[src/rtl/ppu_oam_arbiter.sv]
// Primary OAM port arbiter ($2003/$2004 register path, $4014 DMA, sprite evaluator) and OAM DMA sequencer.
// Optional macro PPU_OAMADDR_CLR_EN: oamaddr_clr while rendering clears OAMADDR.
//
// state   | meaning
// --------+-------------------------------------------------------------
// S_IDLE  | no DMA; CPU owns $2003/$2004
// S_HALT  | CPU halted, waiting one CPU cycle
// S_ALIGN | dummy cycle when the halt ends on an odd CPU cycle
// S_READ  | reading CPU bus at {page, cnt}
// S_WRITE | writing the latched byte into OAM at OAMADDR
module ppu_oam_arbiter #(
    parameter int OAM_AW = 8,
    parameter int DW     = 8
) (
    input  logic              clk,
    input  logic              reset,
    input  logic              cpu_ce,
    input  logic              dma_start,
    input  logic [7:0]        dma_page,
    output logic              cpu_halt,
    output logic              dma_busy,
    output logic [15:0]       dma_bus_addr,
    output logic              dma_bus_rd,
    input  logic [DW-1:0]     dma_bus_data,
    input  logic              reg_oamaddr_we,
    input  logic              reg_oamdata_we,
    input  logic              reg_oamdata_rd,
    input  logic [DW-1:0]     reg_data,
    output logic [DW-1:0]     oamdata_out,
    input  logic              rendering,
    input  logic [OAM_AW-1:0] spr_addr,
    output logic [DW-1:0]     spr_data,
    input  logic              oamaddr_clr,
    output logic [OAM_AW-1:0] oam_addr,
    output logic [DW-1:0]     oam_wdata,
    output logic              oam_we,
    input  logic [DW-1:0]     oam_rdata
);

    typedef enum logic [2:0] {
        S_IDLE  = 3'd0,
        S_HALT  = 3'd1,
        S_ALIGN = 3'd2,
        S_READ  = 3'd3,
        S_WRITE = 3'd4
    } state_t;

    state_t              state_q, state_d;
    logic                parity_q;
    logic [7:0]          page_q;
    logic [OAM_AW-1:0]   cnt_q;
    logic [OAM_AW-1:0]   oamaddr_q;
    logic [OAM_AW-1:0]   wr_addr_q;
    logic [DW-1:0]       dma_latch_q;
    logic [DW-1:0]       wdata_q;
    logic [DW-1:0]       oamdata_q;
    logic                we_q;
    logic                rd_pend_q;

    logic                busy;
    logic                bus_rd;
    logic                dma_wr_step;
    logic                cpu_wr_ok;
    logic                oamaddr_inc;
    logic                oamaddr_clr_hit;

    always_ff @(posedge clk or posedge reset) begin
        if (reset) begin
            state_q <= S_IDLE;
        end else begin
            state_q <= state_d;
        end
    end

    always_comb begin
        state_d = state_q;
        case (state_q)
            S_IDLE:  if (dma_start) state_d = S_HALT;
            S_HALT:  if (cpu_ce) state_d = parity_q ? S_ALIGN : S_READ;
            S_ALIGN: if (cpu_ce) state_d = S_READ;
            S_READ:  if (cpu_ce) state_d = S_WRITE;
            S_WRITE: if (cpu_ce) state_d = (cnt_q == {OAM_AW{1'b1}}) ? S_IDLE : S_READ;
            default: state_d = S_IDLE;
        endcase
    end

    always_comb begin
        busy        = (state_q != S_IDLE);
        bus_rd      = (state_q == S_READ);
        dma_wr_step = (state_q == S_WRITE) && cpu_ce;
    end

`ifdef PPU_OAMADDR_CLR_EN
    assign oamaddr_clr_hit = oamaddr_clr & rendering;
`else
    logic unused_oamaddr_clr;
    assign unused_oamaddr_clr = oamaddr_clr;
    assign oamaddr_clr_hit    = 1'b0;
`endif

    // $2003 in the same clk takes precedence, so the $2004 write is dropped.
    assign cpu_wr_ok   = reg_oamdata_we && !reg_oamaddr_we && !rendering && !busy;
    assign oamaddr_inc = dma_wr_step || cpu_wr_ok;

    always_ff @(posedge clk or posedge reset) begin
        if (reset) begin
            parity_q    <= 1'b0;
            page_q      <= '0;
            cnt_q       <= '0;
            oamaddr_q   <= '0;
            wr_addr_q   <= '0;
            dma_latch_q <= '0;
            wdata_q     <= '0;
            oamdata_q   <= '0;
            we_q        <= 1'b0;
            rd_pend_q   <= 1'b0;
        end else begin
            if (cpu_ce) begin
                parity_q <= ~parity_q;
            end
            if (state_q == S_IDLE && dma_start) begin
                page_q <= dma_page;
                cnt_q  <= '0;
            end
            if (bus_rd && cpu_ce) begin
                dma_latch_q <= dma_bus_data;
            end
            if (dma_wr_step) begin
                cnt_q <= cnt_q + OAM_AW'(1);
            end

            // Write is issued one clk after the decision so address/data are stable registers.
            we_q <= 1'b0;
            if (dma_wr_step && !rendering) begin
                we_q      <= 1'b1;
                wdata_q   <= dma_latch_q;
                wr_addr_q <= oamaddr_q;
            end else if (cpu_wr_ok) begin
                we_q      <= 1'b1;
                wdata_q   <= reg_data;
                wr_addr_q <= oamaddr_q;
            end

            rd_pend_q <= reg_oamdata_rd;
            if (rd_pend_q) begin
                oamdata_q <= oam_rdata;
            end

            if (oamaddr_clr_hit) begin
                oamaddr_q <= '0;
            end else if (reg_oamaddr_we) begin
                oamaddr_q <= OAM_AW'(reg_data);
            end else if (oamaddr_inc) begin
                oamaddr_q <= oamaddr_q + OAM_AW'(1);
            end
        end
    end

    assign cpu_halt     = busy;
    assign dma_busy     = busy;
    assign dma_bus_rd   = bus_rd;
    assign dma_bus_addr = 16'({page_q, cnt_q});
    assign oamdata_out  = oamdata_q;
    assign spr_data     = oam_rdata;
    assign oam_we       = we_q && !rendering;
    assign oam_wdata    = wdata_q;
    assign oam_addr     = rendering ? spr_addr : (we_q ? wr_addr_q : oamaddr_q);

endmodule
[config.mk]
export PLATFORM = sky130hd
export DESIGN_NAME = ppu_oam_arbiter
export DESIGN_NICKNAME = d
export VERILOG_FILES = /design/src/rtl/ppu_oam_arbiter.sv
export SDC_FILE = /design/constraint.sdc
export NUM_CORES = 1
export LEC_CHECK = 0
export ABC_AREA = 0
export CORE_MARGIN = 2
export CORE_UTILIZATION = 35
export CTS_CLUSTER_DIAMETER = 40
export DETAILED_ROUTE_END_ITERATION = 8
export PLACE_DENSITY_LB_ADDON = 0.15
export SLEW_MARGIN = 40
export SYNTH_ARGS = -nofsm -noshare
export SYNTH_HDL_FRONTEND = slang
export SYNTH_SLANG_ARGS = --single-unit
[constraint.sdc]
create_clock -name clk -period 5.2 [get_ports clk]
set_clock_uncertainty 0.15 [all_clocks]
set_input_delay 1.04 -clock clk [delete_from_list [all_inputs] [get_ports clk]]
set_output_delay 1.04 -clock clk [all_outputs]
set_load 0.02 [all_outputs]
==> key figures <==
Critical path
  – Nature of the critical path endpoint: output port
  – Beginning of the worst register-to-register path: state_q[1]
  – Critical register-to-register path endpoint: wr_addr_q[4]
  – Worst reg-to-reg path cell count: 4
  – Type of the worst setup path: in -> out
  – Critical path launch point type: input port
  – Worst EP required: ~4 ns
  – Data arrival time of the worst path: roughly 2.8 ns
  – Timing startpoint of the critical path: rendering
  – CP max FO: 20
  – Setup slack on the worst flop-to-flop path: roughly 3.0 ns

Clock network
  – Clock input transition at the sequential cells of the worst setup and hold paths: 0.07 ns
  – Setup Fix Bufs, Post-CTS: 0
  – Sinks on Clock Net: 62
  – Clock buffer count from CTS: 9
  – Clock latency on the worst-skew pair: ~0.33 ns
  – Maximum clock insertion buffer count: 2
  – Hold_buf cts: 0
  – Post-cts resize count: 0
  – Clock tree from TritonCTS: done
  – H-tree depth: 3
  – Cell at the root of the clock tree: sky130_fd_sc_hd__clkbuf_8

Pwr
  – Sw frac: approximately a third
  – Logic gate share of total power: between 30% and 40%
  – Relative contribution of sequential cells to total power: around two fifths
  – Switching power: 634.5 uW
  – Share of power burned in the clock network: a little under a quarter
  – Reported leakage power: ~0.0018 uW
  – Internal power: ~1300 uW
  – Maximum resistive drop on vdd: 249.9 uV
  – Power density over the cells: between 400 and 500 mW/mm^2

Synthesis
  – Post-Synthesis Cells: 274
  – Dominant cell type by area after synthesis: sky130_fd_sc_hd__dfrtp_1
  – Area fraction of the dominant cell type after synthesis: roughly 50%
  – Post-Synthesis Cell Area: about 0.0030 mm^2
  – Post-synth net total: around 330
  – FFs w/ async S/R, synth: between 90% and 100%
  – Dominant register cell in the synthesized netlist: sky130_fd_sc_hd__dfrtp_1
  – Mean instance size in the synthesized netlist: approximately 11 um^2
  – Top cells by area, synth: sky130_fd_sc_hd__dfrtp_1 51%, sky130_fd_sc_hd__mux2_2 10%, sky130_fd_sc_hd__mux2i_1 5.6%
  – Post-synth EDFFs: 0
  – Number of synthesis warnings: 0
  – Synthesized flop and latch total: between 60 and 70
  – Sequential element share of the synthesized area: between 50 and 60%
  – Count of unique library cells instantiated by Yosys: 41

Global routing
  – Global router's overall resource usage: approximately 14%
  – Maximum number of pins on one net before global-route repair: 42
  – Overall overflow remaining after global route: 0
  – Initial antenna violation count: 0
  – Wire length of the first global-routing pass: 10.84 mm
  – Vias in the first global route: approximately 2200

Run status
  – Run status: complete, no violations

Place
  – HPWL Detailed: approximately 4.9 mm
  – Input/output buffers: 99
  – Last weighted congestion value of the routability-driven placer: between 0.7 and 0.8
  – Setup WS pre-CTS: between 1 and 1.5 ns

Timing
  – Slew HR: 49.04%
  – Worst slew pin tran: 0.7645 ns
  – Final setup violation count: 0
  – Min Tclk post-route: a little under 4 ns
  – Setup repair after global routing missed its margin: false
  – Setup WS post-layout: approximately 1.3 ns
  – Share of the cycle needed by the critical path after routing: 75.74%
  – Max-slew violation count: 0
  – TNS Setup: 0 ns
  – Peak clock frequency supported by timing: roughly 0.25 GHz
  – Number of hold violations in the final report: 0

Route
  – Total via count in the routed design: 2288
  – Number of DRC violations after detailed-routing iteration 0: 80
  – Aggregate routed wire length: 6.602 mm
  – First-pass iteration count of the detailed router: 4
  – Post-detailed-route DRC marker count: 0
  – Post-DRT Antenna Nets: 0
  – Wire per inst: between 10 and 15 um
  – Number of vias per cell after detailed routing: 4.847

Hold path
  – Endpoint of the worst hold-timing path: parity_q
  – Hold WC Path Type: reg -> reg
  – Startpoint of the tightest hold check path: parity_q
  – Worst Hold Depth: 1

Floorplan
  – Initial standard-cell utilization of the core: a little over a third
  – I/O pins: just over 100
  – Number of placement rows: 33
  – Placeable core region: about 0.0083 mm^2
  – Area enclosed by the die boundary: 0.009389 mm^2
  – Horizontal die dimension: approximately 97 um
  – Die Y-Extent: 96.90 um

Finish
  – Diode count: 0
  – Share of post-route cells with drive strength above 1: between 10 and 15%
  – Synthesis-to-finish area growth: 39.56%
  – Fin nets: just over 400

Flow run
  – Maxcap violations: 0
## worst max-delay path by stage
stage	to	slack, ns
final	oam_addr[7]	1.26
after global routing	oam_addr[7]	1.07
after CTS	oam_addr[1]	1.25
after detailed placement	oam_addr[1]	1.25
after global placement	oam_addr[1]	1.26
after floorplan	oam_addr[5]	2.10
## cells in the mapped netlist, types with 4 or more instances
master,count
sky130_fd_sc_hd__inv_1,7
sky130_fd_sc_hd__mux2_1,5
sky130_fd_sc_hd__nand2_1,29
sky130_fd_sc_hd__clkbuf_1,6
sky130_fd_sc_hd__a21oi_1,7
sky130_fd_sc_hd__a22oi_1,4
sky130_fd_sc_hd__mux2_2,27
sky130_fd_sc_hd__nand3_1,9
sky130_fd_sc_hd__o21ai_0,24
sky130_fd_sc_hd__xor2_1,4
sky130_fd_sc_hd__nor2_1,12
sky130_fd_sc_hd__mux2i_1,17
sky130_fd_sc_hd__o21ai_1,8
sky130_fd_sc_hd__dfrtp_1,62
sky130_fd_sc_hd__buf_4,14
## kinds of logic (layout without fill, tap and decap cells)
family	Yosys count	count (layout)	synth area share, %
and+or+nand+nor	72	72	12.30
DFF	62	62	51.37
AOI/OAI and AO/OA	55	55	10.77
muxes	49	49	17.56
buffers and inverters	30	123	6.006
xor gates and xnor gates	4	4	1.160
adders and majority gates	2	2	0.8284
## critical path, cell delays in order
cell,delay [ns]
sky130_fd_sc_hd__clkdlybuf4s50_1,0.88
sky130_fd_sc_hd__nand2_1,0.08
sky130_fd_sc_hd__o21ai_0,0.10
sky130_fd_sc_hd__clkdlybuf4s50_1,0.64
## registers in the layout, summed over array words and instances, names as in the netlist
signal / count
parity_q: 1
oamaddr_q: 8
cnt_q: 8
oamdata_out: 8
wr_addr_q: 8
dma_latch_q: 8
we_q: 1
rd_pend_q: 1
page_q: 8
oam_wdata: 8
state_q: 3
## routing by layer
metal / track usage (%) / part of all wire (%) / vias to the layer above
met5: 0 / 0 / -
met4: 5.850 / 0.80 / 0
met3: 3.396 / 4.7 / 4
met2: 20.94 / 47 / 57
met1: 20.16 / 48 / 1082
li1: - / - / 1145
## cells in the final DEF, fill, tap and decap left out, types with 2 or more instances in the layout
cell type / count
sky130_fd_sc_hd__nand3_1: 9
sky130_fd_sc_hd__nor2_1: 11
sky130_fd_sc_hd__and3_1: 3
sky130_fd_sc_hd__ha_1: 2
sky130_fd_sc_hd__o211ai_1: 2
sky130_fd_sc_hd__mux2i_1: 17
sky130_fd_sc_hd__clkbuf_8: 9
sky130_fd_sc_hd__bufinv_16: 2
sky130_fd_sc_hd__mux2_1: 5
sky130_fd_sc_hd__nand2_2: 2
sky130_fd_sc_hd__inv_1: 6
sky130_fd_sc_hd__nand3_2: 2
sky130_fd_sc_hd__buf_4: 2
sky130_fd_sc_hd__nor3_1: 2
sky130_fd_sc_hd__clkbuf_1: 2
sky130_fd_sc_hd__a31oi_1: 2
sky130_fd_sc_hd__a22oi_1: 4
sky130_fd_sc_hd__o21ai_0: 24
sky130_fd_sc_hd__clkdlybuf4s50_1: 99
sky130_fd_sc_hd__o21ai_1: 8
sky130_fd_sc_hd__nand2_1: 29
sky130_fd_sc_hd__a21oi_1: 7
sky130_fd_sc_hd__nand4_1: 3
sky130_fd_sc_hd__xor2_1: 4
sky130_fd_sc_hd__o2bb2ai_1: 3
sky130_fd_sc_hd__dfrtp_1: 62
sky130_fd_sc_hd__mux2_2: 27
## power groups by stage
stage	logic, uW	registers [uW]	clock network (uW)
2_1_floorplan	369	831	0
5_1_grt	752	807	482
6_report	695	783	442
3_5_place_dp	704	791	0
3_3_place_gp	690	783	0
4_1_cts	706	783	456
## metrics by stage
step / std cells / power [uW] / hold slack, ns / util [%] / instance area [um^2]
after floorplan: 274 / 1200 / 0.2923 / - / 3020
after detailed placement: 457 / 1495 / 0.3067 / 48.30 / 4009
after CTS: 472 / 1945 / 0.3220 / 50.76 / 4213
after global routing: 472 / 2041 / 0.3367 / 50.79 / 4215
after global placement: 457 / 1473 / 0.3081 / 48.30 / 4009
final: 472 / 1920 / 0.3220 / 50.79 / 4215
## final cells by class
type | count | area [um^2]
fill | 774 | 4084
clock inverter | 4 | 72.57
tap | 105 | 131.4
clock buffer | 11 | 131.4
timing repair buffer | 101 | 1006
inverter | 7 | 26.28
multi-input combinational | 182 | 1296
sequential | 62 | 1551
(Power assumes the default switching activity.)
